===== src/rtl/iob_cache_be_arb_pkg.sv =====
`default_nettype none
// +--------------------------------------------------------------------------+
// | iob_cache_be_arb_pkg : state encoding and round-robin helper             |
// | Revision: 1.0                                                            |
// +--------------------------------------------------------------------------+
package iob_cache_be_arb_pkg;

  typedef enum logic [1:0] {
    IDLE  = 2'd0,
    ISSUE = 2'd1,
    WAIT  = 2'd2,
    HOLD  = 2'd3
  } arb_state_t;

  // Index that sits `offset` places after `ptr` on a ring of n entries.
  // Callers keep ptr < n and 1 <= offset <= n, so one wrap is enough.
  function automatic int rr_next_idx(input int ptr, input int offset, input int n);
    int sum;
    sum = ptr + offset;
    return (sum >= n) ? (sum - n) : sum;
  endfunction

endpackage

`default_nettype wire


===== src/rtl/iob_cache_rr_pick.sv =====
`default_nettype none
// +--------------------------------------------------------------------------+
// | iob_cache_rr_pick : combinational round-robin picker                     |
// | Revision: 1.0                                                            |
// +--------------------------------------------------------------------------+
module iob_cache_rr_pick
  import iob_cache_be_arb_pkg::*;
#(
  parameter int N     = 2,
  parameter int IDX_W = (N > 1) ? $clog2(N) : 1
) (
  input  logic [N-1:0]     i_req,
  input  logic [IDX_W-1:0] i_ptr,
  output logic [N-1:0]     o_grant,
  output logic [IDX_W-1:0] o_idx,
  output logic             o_valid
);

  // Scan from the farthest candidate back to ptr+1 so the closest one wins.
  always_comb begin
    o_grant = '0;
    o_idx   = '0;
    o_valid = 1'b0;
    for (int k = N; k >= 1; k--) begin
      if (i_req[rr_next_idx(32'(i_ptr), k, N)]) begin
        o_grant                            = '0;
        o_grant[rr_next_idx(32'(i_ptr), k, N)] = 1'b1;
        o_idx                              = IDX_W'(rr_next_idx(32'(i_ptr), k, N));
        o_valid                            = 1'b1;
      end
    end
  end

endmodule

`default_nettype wire


===== src/rtl/iob_cache_be_arb.sv =====
`default_nettype none
// +--------------------------------------------------------------------------+
// | iob_cache_be_arb : round-robin arbiter of cache back-ends onto one       |
// | memory port; IOB_CACHE_BE_ARB_LOCK_EN keeps a line refill unbroken.      |
// | Revision: 1.0                                                            |
// +--------------------------------------------------------------------------+
module iob_cache_be_arb
  import iob_cache_be_arb_pkg::*;
#(
  parameter int N_REQ         = 2,
  parameter int BE_ADDR_W     = 24,
  parameter int BE_DATA_W     = 32,
  parameter int WORD_OFFSET_W = 3
) (
  input  logic                         clk_i,
  input  logic                         arst_n_i,
  input  logic [N_REQ-1:0]             m_req_i,
  input  logic [N_REQ*BE_ADDR_W-1:0]   m_addr_i,
  input  logic [N_REQ*BE_DATA_W-1:0]   m_wdata_i,
  input  logic [N_REQ*BE_DATA_W/8-1:0] m_wstrb_i,
  output logic [BE_DATA_W-1:0]         m_rdata_o,
  output logic [N_REQ-1:0]             m_ack_o,
  output logic                         s_req_o,
  output logic [BE_ADDR_W-1:0]         s_addr_o,
  output logic [BE_DATA_W-1:0]         s_wdata_o,
  output logic [BE_DATA_W/8-1:0]       s_wstrb_o,
  input  logic [BE_DATA_W-1:0]         s_rdata_i,
  input  logic                         s_ack_i,
  output logic [N_REQ-1:0]             grant_o
);

  localparam int c_IDX_W  = (N_REQ > 1) ? $clog2(N_REQ) : 1;
  localparam int c_STRB_W = BE_DATA_W / 8;

  arb_state_t           r_state, w_state_nxt;
  logic [N_REQ-1:0]     r_grant, w_grant_nxt;
  logic [c_IDX_W-1:0]   r_idx, w_idx_nxt;
  logic [c_IDX_W-1:0]   r_rr_ptr, w_rr_ptr_nxt;
  logic [N_REQ-1:0]     w_pick_grant;
  logic [c_IDX_W-1:0]   w_pick_idx;
  logic                 w_pick_valid;
  logic                 w_owned;
  logic [c_STRB_W-1:0]  w_sel_wstrb;

  iob_cache_rr_pick #(
    .N     (N_REQ),
    .IDX_W (c_IDX_W)
  ) u_pick (
    .i_req   (m_req_i),
    .i_ptr   (r_rr_ptr),
    .o_grant (w_pick_grant),
    .o_idx   (w_pick_idx),
    .o_valid (w_pick_valid)
  );

  // The owner's request fields are muxed straight through; idle port reads as zero.
  assign w_owned     = |r_grant;
  assign w_sel_wstrb = m_wstrb_i[r_idx*c_STRB_W +: c_STRB_W];
  assign s_addr_o    = w_owned ? m_addr_i[r_idx*BE_ADDR_W +: BE_ADDR_W] : '0;
  assign s_wdata_o   = w_owned ? m_wdata_i[r_idx*BE_DATA_W +: BE_DATA_W] : '0;
  assign s_wstrb_o   = w_owned ? w_sel_wstrb : '0;
  assign m_rdata_o   = s_rdata_i;
  assign grant_o     = r_grant;

`ifdef IOB_CACHE_BE_ARB_LOCK_EN
  localparam logic [WORD_OFFSET_W-1:0] c_BEAT_LAST = '1;
  logic [WORD_OFFSET_W-1:0] r_beat_cnt, w_beat_cnt_nxt;
  logic                     w_hold_line;

  assign w_hold_line = (w_sel_wstrb == '0) && (r_beat_cnt != c_BEAT_LAST);
`else
  logic [WORD_OFFSET_W-1:0] w_unused_word_offset;
  assign w_unused_word_offset = '0;
`endif

  always_comb begin
    w_state_nxt  = r_state;
    w_grant_nxt  = r_grant;
    w_idx_nxt    = r_idx;
    w_rr_ptr_nxt = r_rr_ptr;
    s_req_o      = 1'b0;
    m_ack_o      = '0;
`ifdef IOB_CACHE_BE_ARB_LOCK_EN
    w_beat_cnt_nxt = r_beat_cnt;
`endif
    case (r_state)
      IDLE: begin
        if (w_pick_valid) begin
          w_grant_nxt = w_pick_grant;
          w_idx_nxt   = w_pick_idx;
          w_state_nxt = ISSUE;
`ifdef IOB_CACHE_BE_ARB_LOCK_EN
          w_beat_cnt_nxt = '0;
`endif
        end
      end
      ISSUE: begin
        s_req_o     = 1'b1;
        w_state_nxt = WAIT;
      end
      WAIT: begin
        if (s_ack_i) begin
          m_ack_o      = r_grant;
          w_rr_ptr_nxt = r_idx;
`ifdef IOB_CACHE_BE_ARB_LOCK_EN
          if (w_hold_line) begin
            w_state_nxt    = HOLD;
            w_beat_cnt_nxt = r_beat_cnt + 1'b1;
          end else begin
            w_state_nxt    = IDLE;
            w_grant_nxt    = '0;
            w_beat_cnt_nxt = '0;
          end
`else
          w_state_nxt = IDLE;
          w_grant_nxt = '0;
`endif
        end
      end
      HOLD: begin
`ifdef IOB_CACHE_BE_ARB_LOCK_EN
        if (m_req_i[r_idx]) begin
          w_state_nxt = ISSUE;
        end
`else
        w_state_nxt = IDLE;
        w_grant_nxt = '0;
`endif
      end
      default: begin
        w_state_nxt = IDLE;
        w_grant_nxt = '0;
      end
    endcase
  end

  always_ff @(posedge clk_i or negedge arst_n_i) begin
    if (!arst_n_i) begin
      r_state  <= IDLE;
      r_grant  <= '0;
      r_idx    <= '0;
      r_rr_ptr <= c_IDX_W'(N_REQ - 1);
`ifdef IOB_CACHE_BE_ARB_LOCK_EN
      r_beat_cnt <= '0;
`endif
    end else begin
      r_state  <= w_state_nxt;
      r_grant  <= w_grant_nxt;
      r_idx    <= w_idx_nxt;
      r_rr_ptr <= w_rr_ptr_nxt;
`ifdef IOB_CACHE_BE_ARB_LOCK_EN
      r_beat_cnt <= w_beat_cnt_nxt;
`endif
    end
  end

endmodule

`default_nettype wire


===== config.mk =====
export PLATFORM = sky130hd
export DESIGN_NAME = iob_cache_be_arb
export DESIGN_NICKNAME = d
export VERILOG_FILES = /design/src/rtl/iob_cache_be_arb_pkg.sv /design/src/rtl/iob_cache_rr_pick.sv /design/src/rtl/iob_cache_be_arb.sv
export SDC_FILE = /design/constraint.sdc
export NUM_CORES = 1
export LEC_CHECK = 0
export ABC_AREA = 1
export CAP_MARGIN = 20
export CORE_AREA = 5 5 97 99
export CTS_CLUSTER_DIAMETER = 150
export DETAILED_ROUTE_END_ITERATION = 7
export DIE_AREA = 0 0 102 104
export PLACE_DENSITY = 0.79
export SYNTH_ARGS = -nofsm -noshare
export SYNTH_HDL_FRONTEND = slang
export SYNTH_SLANG_ARGS = --single-unit

===== constraint.sdc =====
create_clock -name clk_i -period 1.5 [get_ports clk_i]
set_clock_uncertainty 0.05 [all_clocks]
set_input_delay 0.3 -clock clk_i [delete_from_list [all_inputs] [get_ports clk_i]]
set_output_delay 0.3 -clock clk_i [all_outputs]
set_load 0.1 [all_outputs]

==> flow_summary_export.csv, run 1 <==
group,metric,value,unit
outcome,status,"finished, violations left",
outcome,violations,"negative setup slack",
clocking,numCtsBuffers,3,
sta,fin_crit,1.79,ns
routing,highest_layer,"met4",
placed_design,placed_area,0.00428,mm²
floorplanning,fp-row-count,34,
yosys,synth_top_cell_by_area,"nand2_1",
critical_path,critPathLaunchType,"register",
critical_path,crit_required,1.15,ns
clocking,holdBufCountCts,0,
global_route,grt_pass1_wl,12600,µm
final_layout,drive_gt1_share,41.3,%
yosys,syn_nets,434,
routing,wl_met2,4640,µm
yosys,synth_sequential_area_ratio,10.1,%
sta,worst_slack,-0.290,ns
placed_design,numPortBuffers,189,
floorplanning,core-area,0.00847,mm²
critical_path,crit_type,"reg -> out",
critical_path,crit_slowest_cell,"dfrtp_2",
final_layout,fin_cells,549,
yosys,netlist_area,0.00149,mm²
yosys,synth_cell_types,15,
global_route,antenna_found_initial,0,
sta,hold_violations,0,
sta,tightest_slew,0.302,ns
clocking,clock-sinks,6,
routing,drtIter0Drc,56,
yosys,synth_warnings,0,
routing,drc,0,
routing,num_vias,2430,
floorplanning,start_util,17.6,%
critical_path,crit_chain,"clkinv_8, buf_12, nand2_4, a21oi_4, buf_12",
yosys,synthCells,277,
sta,slew-limit-headroom,79.8,%
critical_path,critPathMaxStageDelay,0.47,ns
placed_design,placed_cells,539,
routing,drt-met1-wl,2950,µm
yosys,yosys-top-cells-area,"nand2_1 (34%), a21oi_1 (20%), buf_4 (16%)",
placed_design,gp_congestion,0.774,
routing,wl_met3,954,µm
final_layout,finalNetCount,599,
routing,drtAntennaViolNets,0,
hold_path,hp-class,"in -> async",
sta,setup_viol,60,
critical_path,cp.arrival,1.44,ns
final_layout,final-seq-area,160,µm²
routing,drt_pass1_iterations,4,
final_layout,multi_input_area,0.00135,mm²
routing,detail_route.wl_per_cell,15.7,µm
clocking,cts.clk_slew.worst_paths,0.04,ns
routing,wirelength,8640,µm
clocking,htreeDepth,1,
clocking,cts_tree,"done",
global_route,grt_pass1_vias,2405,
critical_path,cpMostUsedCell,"buf_12",
routing,vias_per_cell,4.43,
floorplanning,die_h,104,µm
sta,final_max_slew_viol_count,0,
critical_path,crit_path_end_kind,"output pin",
final_layout,layout_commonest_cell,"clkdlybuf4s50_1",
final_layout,antenna_cells,0,
final_layout,fillers,729,
clocking,clockRootBuffer,"clkbuf_8",
yosys,synth_seq_cells,6,
clocking,insertion_delay,0.23,ns
yosys,syn_avg_cell_area,5.39,µm²
floorplanning,die_width,102,µm
final_layout,mostFrequentLayoutCells,"clkdlybuf4s50_1 (123), nand2_1 (118), buf_12 (70)",
floorplanning,fp.dieArea,0.0106,mm²
flow_run,drv_cap,0,
placed_design,pre_cts_ws,-0.157,ns
placed_design,dp_hpwl,6910,µm
sta,rsz0062_at_grt,"yes",
floorplanning,ios,254,
global_route,grtUsageTotal,14.4,%
global_route,gr-total-overflow,0,
yosys,synth_top_cell_area_share,33.9,%
final_layout,area_delta_synth_final,211,%
final_layout,postLayoutCellArea,0.00465,mm²
global_route,grt_max_degree,37,
sta,period_share,119,%
sta,max_freq,559,MHz
critical_path,crit_fanout,12,
clocking,cts_buffer_depth,2,
timing repair:
| action | 4_1_cts | 5_1_grt |
|---|---|---|
| pin swaps | 3 | 7 |
| setup endpoints to repair | 62 | 62 |
| cloned | 1 | 3 |
| buffers inserted | 1 | 1 |
| resized for setup | 17 | 30 |
synthesized netlist by cell type:
library cell,number
o21ai_1,1
buf_6,13
nand2_1,135
inv_8,1
a21oi_1,60
buf_4,32
nand4_1,1
o21ai_2,1
dfrtp_1,5
dfstp_2,1
nor2_2,2
nor2_1,6
inv_1,10
nand3_1,3
buf_2,6
layout make-up:
class                   count  share of cell area, %
clock buffers               4                  0.970
inverters                  11                   1.16
multi-input cells         209                   29.1
flip-flops and latches      6                   3.45
well taps                 108                   2.91
repair buffers            211                   62.4
flip-flops by register name, indices dropped and copies added, names as in the netlist:
| register | count |
|---|---|
| r_rr_ptr | 1 |
| r_idx | 1 |
| r_state | 2 |
| grant_o | 2 |
critical path: cells and delay by family (launching register included):
| family | cells | cell delay (ns) |
|---|---|---|
| AO/OA/AOI/OAI | 1 | 0.20 |
| AND/OR/NAND/NOR | 1 | 0.06 |
| flip-flops | 1 | 0.47 |
| buffers and inverters | 3 | 0.47 |
metrics by stage:
step                TNS [ns]  hold WS (ns)  util [%]
global route          -19.34         0.290      54.9
finish                -16.24         0.275      54.9
CTS                   -17.12         0.277      52.1
detailed placement     -5.23         0.438      50.5
global placement       -4.26         0.428      50.5
floorplan             -33.67       -0.0456         -
worst paths after layout:
kind                            depth (start not counted)  slack (ns)                  from                      to
worst max-delay path                                    5       -0.29     r_idx$_DFFE_PN0P_             s_addr_o[1]
worst min-delay path                                    1        0.27              arst_n_i  r_state[1]$_DFFE_PN0P_
worst max register to register                          7        0.27  r_rr_ptr$_DFFE_PN1P_       r_idx$_DFFE_PN0P_
worst min register to register                          2        0.45  r_rr_ptr$_DFFE_PN1P_    r_rr_ptr$_DFFE_PN1P_
max in group asynchronous                               1        0.83              arst_n_i    r_rr_ptr$_DFFE_PN1P_
min in group clk_i                                      2        0.45  r_rr_ptr$_DFFE_PN1P_    r_rr_ptr$_DFFE_PN1P_
kinds of logic (layout without fill, tap and decap cells):
kind of cell	Yosys count	after routing	synth area share (%)
buf+inv	62	226	31.2
compound gates	62	62	21.0
flops	6	6	10.1
simple gates	147	147	37.7
routing by layer:
| metal | vias to the layer above | global-route usage [%] |
|---|---|---|
| li1 | 1168 | - |
| met1 | 1112 | 15.7 |
| met2 | 134 | 27.2 |
| met3 | 16 | 4.56 |
| met4 | 0 | 2.16 |
| met5 | - | 0 |
Power of run 1 is left out: the tool's default activity adds up to more than one toggle a clock period on the data nets, which glitch-free logic cannot reach.
==> run 2: changes to the inputs <==
Settings changed: PLACE_DENSITY 0.79 to unset, PLACE_DENSITY_LB_ADDON set to 0.1, SKIP_CTS_REPAIR_TIMING set to 1.
==> run 2 against run 1 <==
  * The flow still finishes with violations (negative setup slack)
  * Cell count increased by 0.18%
  * Critical path depth unchanged
  * Clock-buffer cell count unchanged
  * Critical endpoint is now s_wstrb_o[2]
  * Highest routed layer unchanged
==> flow_summary_export.csv, run 2 (synthesized netlist as in run 1, its figures left out) <==
group,metric,value,unit
sta,final_max_slew_viol_count,0,
routing,drtIter0Drc,49,
critical_path,cp.arrival,1.45,ns
placed_design,dp_hpwl,6940,µm
final_layout,finalNetCount,600,
routing,num_vias,2345,
hold_path,hp-class,"in -> async",
sta,setup_viol,60,
critical_path,crit_path_end_kind,"output pin",
floorplanning,fp-row-count,34,
global_route,grt_util_met3,5.03,%
global_route,busiest_layer,"met2",
global_route,grt_max_degree,34,
final_layout,mostFrequentLayoutCells,"nand2_1 (128), clkdlybuf4s50_1 (123), buf_12 (73)",
floorplanning,ios,254,
clocking,clock-sinks,6,
outcome,status,"finished, violations left",
sta,worst_slack,-0.301,ns
floorplanning,fp.dieArea,0.0106,mm²
clocking,insertion_delay,0.23,ns
sta,tightest_slew,0.279,ns
global_route,grt_pass1_wl,12200,µm
final_layout,area_delta_synth_final,200,%
critical_path,critPathLaunchType,"register",
clocking,htreeDepth,1,
clocking,numCtsBuffers,3,
final_layout,fillers,774,
global_route,use_met1,16.7,%
floorplanning,die_h,104,µm
routing,drc,0,
sta,hold_violations,0,
critical_path,crit_fanout,8,
critical_path,crit_required,1.15,ns
final_layout,drive_gt1_share,39.1,%
clocking,cts_buffer_depth,2,
sta,rsz0062_at_grt,"yes",
clocking,cts.clk_slew.worst_paths,0.04,ns
flow_run,drv_cap,0,
global_route,grt_pass1_vias,2282,
routing,drt_pass1_iterations,4,
global_route,gr-total-overflow,0,
placed_design,numPortBuffers,189,
floorplanning,die_width,102,µm
final_layout,antenna_cells,0,
critical_path,crit_type,"reg -> out",
routing,vias_per_cell,4.26,
floorplanning,start_util,17.6,%
final_layout,layout_commonest_cell,"nand2_1",
floorplanning,core-area,0.00847,mm²
global_route,antenna_found_initial,0,
global_route,grtUsageTotal,14.1,%
clocking,cts_tree,"done",
routing,wirelength,8230,µm
outcome,violations,"negative setup slack",
clocking,clockRootBuffer,"clkbuf_8",
sta,max_freq,555,MHz
routing,detail_route.wl_per_cell,15.0,µm
placed_design,gp_congestion,0.761,
routing,drtAntennaViolNets,0,
sta,period_share,120,%
final_layout,fin_cells,550,
sta,slew-limit-headroom,81.4,%
placed_design,placed_cells,545,
global_route,grt.met2_usage,24.6,%
sta,fin_crit,1.80,ns
==> run 2: cell types whose count changed in the layout (fill, tap and decap cells not counted), sizes merged <==
cell          delta
dlygate4sd2      -1
buf              +3
inv              +1
clkbuf           -2
clkinv           -1
dlymetal6s2s     +1
==> run 2: worst paths after layout <==
path                                         from                endpoint  slack (ns)  cells after the start
max                             r_idx$_DFFE_PN0P_            s_wstrb_o[2]       -0.30                      5
max reg2reg                r_state[1]$_DFFE_PN0P_  grant_o[0]$_DFFE_PN0P_        0.30                      6
min reg2reg                  r_rr_ptr$_DFFE_PN1P_    r_rr_ptr$_DFFE_PN1P_        0.45                      2
min in group clk_i                        s_ack_i  r_state[1]$_DFFE_PN0P_        0.42                      4
min                                      arst_n_i  grant_o[1]$_DFFE_PN0P_        0.26                      1
max in group asynchronous                arst_n_i    r_rr_ptr$_DFFE_PN1P_        0.86                      1
==> run 2: routing by layer <==
metal  vias to the layer above  routed length (µm)
met4                         0                  48
met3                         6                 984
met2                       131                4000
met1                      1041                3190
met5                         -                   0
li1                       1167                   -
==> run 2: final cells by class <==
class | instances | area [µm²] | share of cell area [%]
timing repair buffer | 212 | 2850 | 63.6
multi-input combinational | 209 | 1240 | 27.7
sequential | 6 | 160 | 3.57
tap | 108 | 135 | 3.01
inverter | 11 | 51.3 | 1.14
clock buffer | 4 | 45.0 | 1.00
==> run 2: worst max-delay path, cell delays in order (launching register included) <==
cell	delay, ns
dfrtp_2	0.48
inv_8	0.12
buf_4	0.16
nand2_1	0.07
a21oi_2	0.18
buf_12	0.20
==> run 2: per-stage QoR <==
stage / TNS [ns] / cell area, µm² / hold WS [ns] / utilization (%) / setup slack [ns]
after global routing: -20.50 / 4490 / 0.277 / 53.0 / -0.373
after global placement: -4.19 / 4360 / 0.434 / 51.5 / -0.151
after floorplan: -33.67 / 1840 / -0.0456 / - / -0.614
after CTS: -18.28 / 4410 / 0.266 / 52.1 / -0.366
after detailed placement: -4.56 / 4360 / 0.446 / 51.5 / -0.139
final: -16.05 / 4490 / 0.264 / 53.0 / -0.301
Power of run 2 is left out for the same reason.
